--- src/rtl/hex_scan_ctrl.sv ---
// Scanned 8-digit hex display controller: decodes one nibble per CLK_DIV clocks
// into a staging buffer and commits the whole frame to hex_out in a single edge.

module hexdec (
    input  logic [3:0] nib,
    output logic [6:0] seg
);

    // Active-low gfedcba segment codes for 0..F
    always_comb begin
        seg = 7'b1111111;
        case (nib)
            4'h0: seg = 7'b1000000;
            4'h1: seg = 7'b1111001;
            4'h2: seg = 7'b0100100;
            4'h3: seg = 7'b0110000;
            4'h4: seg = 7'b0011001;
            4'h5: seg = 7'b0010010;
            4'h6: seg = 7'b0000010;
            4'h7: seg = 7'b1111000;
            4'h8: seg = 7'b0000000;
            4'h9: seg = 7'b0010000;
            4'hA: seg = 7'b0001000;
            4'hB: seg = 7'b0000011;
            4'hC: seg = 7'b1000110;
            4'hD: seg = 7'b0100001;
            4'hE: seg = 7'b0000110;
            4'hF: seg = 7'b0001110;
            default: seg = 7'b1111111;
        endcase
    end

endmodule

module hex_scan_ctrl #(
    parameter int CLK_DIV  = 4,
    parameter int BLANK_LZ = 1
) (
    input  logic        clk,
    input  logic        rst_n,
    input  logic [31:0] din,
    input  logic        din_valid,
    output logic        din_ready,
    input  logic        clr,
    output logic [55:0] hex_out,
    output logic        busy,
    output logic        done
);

    localparam logic [1:0]  ST_IDLE    = 2'd0;
    localparam logic [1:0]  ST_SCAN    = 2'd1;
    localparam logic [1:0]  ST_COMMIT  = 2'd2;
    localparam logic [15:0] PRESC_LOAD = 16'(CLK_DIV - 1);
    localparam logic [6:0]  SEG_OFF    = 7'b1111111;

    logic [1:0]  state_r;
    logic [31:0] shadow_r;
    logic [2:0]  idx_r;
    logic [15:0] presc_r;
    logic        lz_r;
    logic [55:0] stage_r;
    logic [55:0] hex_r;
    logic        done_r;

    logic        accept_s;
    logic        step_s;
    logic [3:0]  nib_s;
    logic [6:0]  dec_s;
    logic [6:0]  digit_s;

    assign din_ready = (state_r == ST_IDLE) && !clr;
    assign accept_s  = din_valid && din_ready;
    assign step_s    = (state_r == ST_SCAN) && (presc_r == 16'd0);
    assign nib_s     = shadow_r[{idx_r, 2'b00} +: 4];
    assign busy      = (state_r != ST_IDLE);
    assign hex_out   = hex_r;
    assign done      = done_r;

    hexdec u_hexdec (
        .nib (nib_s),
        .seg (dec_s)
    );

    // Blank leading zeros above the first nonzero nibble; digit 0 always shows
    always_comb begin
        digit_s = dec_s;
        if ((BLANK_LZ != 0) && lz_r && (nib_s == 4'd0) && (idx_r != 3'd0)) begin
            digit_s = SEG_OFF;
        end else begin
            digit_s = dec_s;
        end
    end

    // Scan sequencer: accept, prescaled digit stepping, commit handshake
    always_ff @(posedge clk or negedge rst_n) begin
        if (!rst_n) begin
            state_r  <= ST_IDLE;
            shadow_r <= 32'd0;
            idx_r    <= 3'd7;
            presc_r  <= 16'd0;
            lz_r     <= 1'b0;
            done_r   <= 1'b0;
        end else if (clr) begin
            state_r  <= ST_IDLE;
            idx_r    <= 3'd7;
            presc_r  <= 16'd0;
            done_r   <= 1'b0;
        end else begin
            case (state_r)
                ST_IDLE: begin
                    done_r <= 1'b0;
                    if (accept_s) begin
                        shadow_r <= din;
                        idx_r    <= 3'd7;
                        lz_r     <= 1'b1;
                        presc_r  <= PRESC_LOAD;
                        state_r  <= ST_SCAN;
                    end
                end
                ST_SCAN: begin
                    done_r <= 1'b0;
                    if (step_s) begin
                        presc_r <= PRESC_LOAD;
                        idx_r   <= idx_r - 3'd1;
                        lz_r    <= lz_r && (nib_s == 4'd0);
                        if (idx_r == 3'd0) begin
                            state_r <= ST_COMMIT;
                        end
                    end else begin
                        presc_r <= presc_r - 16'd1;
                    end
                end
                ST_COMMIT: begin
                    done_r  <= 1'b1;
                    state_r <= ST_IDLE;
                end
                default: begin
                    done_r  <= 1'b0;
                    state_r <= ST_IDLE;
                end
            endcase
        end
    end

    // Staging buffer receives one decoded digit per step
    always_ff @(posedge clk or negedge rst_n) begin
        if (!rst_n) begin
            stage_r <= {8{SEG_OFF}};
        end else if (clr) begin
            stage_r <= {8{SEG_OFF}};
        end else if (step_s) begin
            for (int i = 0; i < 8; i++) begin
                if (idx_r == 3'(i)) begin
                    stage_r[7*i +: 7] <= digit_s;
                end
            end
        end
    end

    // Displayed frame only changes wholesale, so the display never tears
    always_ff @(posedge clk or negedge rst_n) begin
        if (!rst_n) begin
            hex_r <= {8{SEG_OFF}};
        end else if (clr) begin
            hex_r <= {8{SEG_OFF}};
        end else if (state_r == ST_COMMIT) begin
            hex_r <= stage_r;
        end
    end

endmodule

--- config.mk ---
export PLATFORM = sky130hd
export DESIGN_NAME = hex_scan_ctrl
export DESIGN_NICKNAME = d
export VERILOG_FILES = /design/src/rtl/hex_scan_ctrl.sv
export SDC_FILE = /design/constraint.sdc
export NUM_CORES = 1
export LEC_CHECK = 0
export BUFFER_PORTS_ARGS = -buffer_cell sky130_fd_sc_hd__clkbuf_2
export CORE_UTILIZATION = 53
export DETAILED_ROUTE_END_ITERATION = 10
export GPL_ROUTABILITY_DRIVEN = 0
export PLACE_DENSITY = 0.78
export SETUP_SLACK_MARGIN = 0.15
export SKIP_LAST_GASP = 1
export SYNTH_ARGS = -nofsm -noshare
export SYNTH_HDL_FRONTEND = slang
export SYNTH_HIERARCHICAL = 1
export SYNTH_SLANG_ARGS = --single-unit
--- constraint.sdc ---
create_clock -name clk -period 3.2 [get_ports clk]
set_input_delay 0 -clock clk [delete_from_list [all_inputs] [get_ports clk]]
set_output_delay 0 -clock clk [all_outputs]
set_load 0.05 [all_outputs]
==> out/qor.txt, run 1 <==
Syn. warnings = 6
remaining global-route overflow = 0
synth unique cells = 49
hold wc startpoint = clr
EDFF count, synth = 0
CP arrival = 3.24 ns
FILL cells = 1007
Cell Rows = 43
WP data required = 3.52 ns
# clock sinks = 167
HPWL after DPL = 11.6 mm
ys flop type = dfstp_2
largest net degree at the start of global routing = 86
Slew Viols, Final = 0
Synth Instances = 657
cell area after synthesis = 7750 µm²
Post-synth ARST share = 1.00
area of the multi-input gates = 3250 µm²
status = finished, final reports clean
sequential share of power = 0.416
first-pass GRT wire length = 29.9 mm
Hold Violations, Final = 0
initial antenna violation count = 0
Initial Util = 0.550
commonest non-fill, non-tap cell in the layout = dfstp_2
Leak Pwr = 3.67 nW
setup violators final = 0
switching power = 1.63 mW
CP Capture Type = flop
DRT antenna net count = 0
Worst Hold Class = input pin to flop
total CTS buffers = 17
power density over the cells = 601 nW/µm²
r2r startpoint = idx_r[0]
crit start category = flop
core footprint = 14100 µm²
r2r setup slk = 0.28 ns
clk root buf = clkbuf_16
Syn Nets = 706
antenna cells = 0
DRT Wirelength = 18.8 mm
CP startpoint = idx_r[0]
Final #Nets = 824
Post-Syn Area per Cell = 11.8 µm²
setup ws final = 0.275 ns
Worst Skew = 0.0100 ns
CTS tree = done
power share of the combinational group = 0.204
clock group share of total power = 0.381
latest clock arrival within the worst-skew pair = 0.43 ns
Worst VDD drop = 363 µV
die span in x = 123 µm
commonest non-fill, non-tap cells in the layout = dfstp_2, clkbuf_2, nor2_1, o22a_1, nor3_1
vias = 5885
vias in the first global route = 5782
Critical Path Fanout Max = 7
WL per Instance = 19.5 µm
Tmin final = 2.92 ns
DRC violations left = 0
Die ar. = 15100 µm²
Synth-to-Final Area Change = 22.6%
Switching Share = 0.286
Die H = 123 µm
Max-slew headroom = 0.311
pre-CTS setup slack = -0.0416 ns
WS Path Type = flop to flop
Max Buffers Root-to-Sink = 2
share of layout cells above drive strength 1 = 0.440
Int Power = 4.08 mW
depth of the CTS H-tree = 4
clock slew seen by the registers of the worst setup and hold paths = 0.06 ns
sequential area share after synthesis = 0.558
placed cells = 894
fin util = 0.674
Post-Layout Cell Count = 967
Fmax = 342 MHz
All-Layer GR Usage = 0.263
RSZ-0062 raised after global routing = false
fin crit share = 0.914
port bufs = 94
register area = 4320 µm²
I/O Pins = 95
synthesis-stage register bit count = 167
Max-Cap Viols = 0
DR pass1 iterations = 5
initial drt markers = 512
total design power = 5.71 mW
drt via density = 6.09
Worst Tran Pin Value = 1.03 ns
## cells in the mapped netlist, types with 2 or more instances
cell       count  area, µm²
or4_4          2       22.5
and3_1         4       25.0
nor3_1        54        270
nor2b_1        7       43.8
nand3_1        4       20.0
nand2_1       34        128
dfrtp_1       52       1300
o2111ai_1      2       17.5
ha_1          13        163
buf_1          4       15.0
mux2i_1       11        110
a21oi_1        2       10.0
nor2_1        85        319
inv_1         11       41.3
o22a_1        57        499
nor3_4         5       81.3
buf_6          5       56.3
xnor2_1       10       87.6
a211oi_1       3       22.5
o21ai_0        7       35.0
mux4_2         8        180
mux2_2        33        372
buf_2         15       75.1
a311oi_1      49        429
or3_1          7       43.8
clkbuf_1      30        113
nor4_1         3       18.8
xor2_1         4       35.0
a22o_1         2       17.5
dfstp_2      115       3020
## flip-flops by register name, summed over array words and instances, names as in the netlist
register	flops
hex_out	56
lz_r	1
state_r	2
stage_r	56
shadow_r	32
idx_r	3
done	1
presc_r	16
## repair_timing
item,4_1_cts,5_1_grt
cloned,0,0
setup endpoints to repair,16,49
hold buffers,34,0
resized for setup,5,32
pin swaps,2,6
endpoints found under the hold margin,63,0
setup buffers,5,3
## logic make-up after synthesis
family / share of synthesized area
xor gates and xnor gates: 0.0158
and+or+nand+nor: 0.136
muxes: 0.0888
adders and majority gates: 0.0210
AOI/OAI and AO/OA: 0.141
DFF: 0.558
buffers and inverters: 0.0397
## final cells by class
| cell class | count | area share |
|---|---|---|
| multi-input combinational | 424 | 0.342 |
| tap | 180 | 0.0237 |
| sequential | 167 | 0.455 |
| clock buffer | 21 | 0.0519 |
| inverter | 11 | 0.00487 |
| clock inverter | 10 | 0.0150 |
| timing repair buffer | 154 | 0.108 |
## metal layers
| layer | track usage | part of all wire | up-vias |
|---|---|---|---|
| li1 | - | - | 2658 |
| met1 | 0.360 | 0.42 | 2934 |
| met2 | 0.418 | 0.49 | 244 |
| met3 | 0.0494 | 0.063 | 49 |
| met4 | 0.103 | 0.027 | 0 |
| met5 | 0 | 0 | - |
## path summary, 6_finish.rpt
kind | to | cells past startpoint
setup reg to reg | stage_r[13] | 11
setup / recovery | stage_r[13] | 11
min in group asynchronous | done | 2
max in group asynchronous | hex_out[38] | 3
hold / removal | presc_r[0] | 2
hold reg to reg | shadow_r[9] | 1
## critical path: stages (launching register included)
cell	delay [ns]
dfstp_2	0.63
mux4_2	0.54
nand2_2	0.11
nand2_4	0.06
buf_4	0.15
ha_1	0.23
mux2_2	0.28
a22o_1	0.21
nor2_1	0.17
nand2_2	0.19
nor2_1	0.17
a311oi_1	0.07
## power by group through the flow
stage	sequential (mW)	combinational (mW)	clock [mW]
finish	2.37	1.17	2.17
global route	2.39	1.25	2.28
CTS	2.37	1.06	2.21
detailed placement	2.40	0.991	0
global placement	2.39	0.958	0
floorplan	2.36	0.755	0
## metrics by stage
stage	setup TNS [ns]	cell area (µm²)	hold slack, ns
finish	0	9500	0.171
global route	0	9500	0.240
CTS	0	9360	0.158
detailed placement	-0.0441	8340	0.105
global placement	0	8340	0.0952
floorplan	0	7760	-0.296
Power figures use the tool's default switching activity.
==> inputs of run 2 (changes only) <==
--- a/config.mk
+++ b/config.mk
@@ -5,6 +5,7 @@
 export SDC_FILE = /design/constraint.sdc
 export NUM_CORES = 1
 export LEC_CHECK = 0
+export ABC_AREA = 1
 export BUFFER_PORTS_ARGS = -buffer_cell sky130_fd_sc_hd__clkbuf_2
 export CORE_UTILIZATION = 53
 export DETAILED_ROUTE_END_ITERATION = 10
==> run 2 against run 1 <==
Effect of this change: total power rose by 16%; global-route usage fell by 2.1 points; highest routed layer unchanged; fmax rose by 13%; first-iteration DRC count fell by 19%.
==> out/qor.txt, run 2 <==
WS Path Type = flop to flop
Hold Violations, Final = 0
Die ar. = 15200 µm²
Synth-to-Final Area Change = 19.5%
sequential area share after synthesis = 0.555
latest clock arrival within the worst-skew pair = 0.43 ns
status = finished, final reports clean
RSZ-0062 raised after global routing = false
clock slew seen by the registers of the worst setup and hold paths = 0.06 ns
Synth top cells by count = nand2_1, dfstp_2, nor2_1, o21ai_0, nand3_1
initial antenna violation count = 0
depth of the CTS H-tree = 4
CTS tree = done
CP Capture Type = flop
Syn. warnings = 6
Worst VDD drop = 511 µV
Compound-Gate Fraction of Synth Area = 0.0652
DR pass1 iterations = 5
Final #Nets = 1097
Worst Skew = 0.0102 ns
vias = 6350
post-synthesis xor/xnor area fraction = 0.00675
Fmax = 385 MHz
largest family of logic cells by synthesized area = simple AND/OR/NAND/NOR gates
power density over the cells = 711 nW/µm²
total CTS buffers = 17
CP arrival = 2.96 ns
commonest non-fill, non-tap cell in the layout = nand2_1
WP data required = 3.56 ns
All-Layer GR Usage = 0.243
fin util = 0.660
vias in the first global route = 5933
Syn Nets = 983
ys flop type = dfstp_2
Worst Hold Class = input pin to flop
antenna cells = 0
Initial Util = 0.553
Max-slew headroom = 0.537
first-pass GRT wire length = 28.3 mm
clk root buf = clkbuf_16
Tmin final = 2.60 ns
remaining global-route overflow = 0
Worst Tran Pin Value = 0.694 ns
most common cell in the synthesized netlist = nand2_1
drt via density = 5.12
Max-Cap Viols = 0
DRT antenna net count = 0
multiplexer share of the synthesized area = 0
reg2reg path depth = 15
setup violators final = 0
Synth area leaders = dfstp_2, dfrtp_1, nand2_1, o21ai_0, nor2_1
synthesis-stage register bit count = 167
synth unique cells = 34
cell area after synthesis = 7790 µm²
initial drt markers = 414
TNS Setup = 0 ns
pre-CTS setup slack = 0.635 ns
Die H = 123 µm
commonest non-fill, non-tap cells in the layout = nand2_1, nor2_1, dfstp_2, clkbuf_2, o21ai_0
Synth Instances = 934
adder-cell share of the synthesized area = 0.0209
core footprint = 14100 µm²
Cell Rows = 43
DRC violations left = 0
Critical Path Fanout Max = 19
Post-Syn Area per Cell = 8.34 µm²
crit start category = flop
WL per Instance = 13.9 µm
fin crit share = 0.812
simple-gate share of the synthesized area = 0.299
port bufs = 94
setup ws final = 0.601 ns
Hold Path Depth = 5
HPWL after DPL = 11.0 mm
largest net degree at the start of global routing = 83
Post-synth ARST share = 1.00
share of layout cells above drive strength 1 = 0.260
# clock sinks = 167
EDFF count, synth = 0
post-synth top area cell = dfstp_2
Slew Viols, Final = 0
postcts setup bufs = 0
Max Buffers Root-to-Sink = 2
hold_ws = 0.0319 ns
DRT Wirelength = 17.3 mm
I/O Pins = 95
die span in x = 123 µm
Leak Pwr = 4.57 nW
area share of the largest cell type after synthesis = 0.388
==> run 2: critical path: stages (launching register included) <==
cell and delay [ns]:
dfstp_2 0.73, inv_2 0.17, nand2_1 0.09, nand3_1 0.06, nand2_1 0.07, nand2_1 0.04
nand2_1 0.23, inv_1 0.16, ha_1 0.33, nand2_1 0.05, nand3_1 0.09, nand2_1 0.05
nor2_1 0.20, nand2_4 0.12, nand2_1 0.09, nand2_1 0.06
==> run 2: area by class of cell <==
cell class              count  area [µm²]
fillers                  1173        4790
flip-flops and latches    167        4320
multi-input cells         669        3070
repair buffers            135         892
clock buffers              25         528
well taps                 180         225
inverters                  58         218
clock inverters             7        53.8
==> run 2: power breakdown <==
group	internal, mW	total (mW)	switching [mW]
Combinational	0.506	1.72	1.22
Sequential	2.68	2.91	0.227
Clock	1.16	1.98	0.828
==> run 2: timing repair <==
item,4_1_cts,5_1_grt
endpoints found under the hold margin,91,0
resized for setup,0,0
hold buffers,33,0
==> run 2: per-layer routing <==
| metal | track usage | up-vias | part of all wire |
|---|---|---|---|
| li1 | - | 3188 | - |
| met1 | 0.324 | 2984 | 0.46 |
| met2 | 0.391 | 163 | 0.48 |
| met3 | 0.0627 | 15 | 0.049 |
| met4 | 0.0693 | 0 | 0.010 |
| met5 | 0 | - | 0 |
==> run 2: worst paths after layout <==
kind                               from           end  slack [ns]
setup / recovery               idx_r[0]   stage_r[24]        0.60
hold / removal                din_valid    state_r[1]        0.03
setup reg to reg               idx_r[0]   stage_r[24]        0.60
hold reg to reg            shadow_r[24]  shadow_r[24]        0.48
max in group asynchronous         rst_n   hex_out[46]        2.29
min in group asynchronous         rst_n    presc_r[1]        0.14
==> run 2: through the flow <==
stage	cell area (µm²)	cells	power [mW]
6_report	9310	1241	6.62
5_1_grt	9310	1241	6.98
4_1_cts	9310	1241	6.65
3_5_place_dp	8400	1176	4.62
3_3_place_gp	8400	1176	4.57
2_1_floorplan	7790	934	4.20
==> run 2: cell families after synthesis <==
group           after synthesis
compound gates              100
fa+ha+maj                    13
xor+xnor                      6
flops                       167
simple gates                550
buf+inv                      98
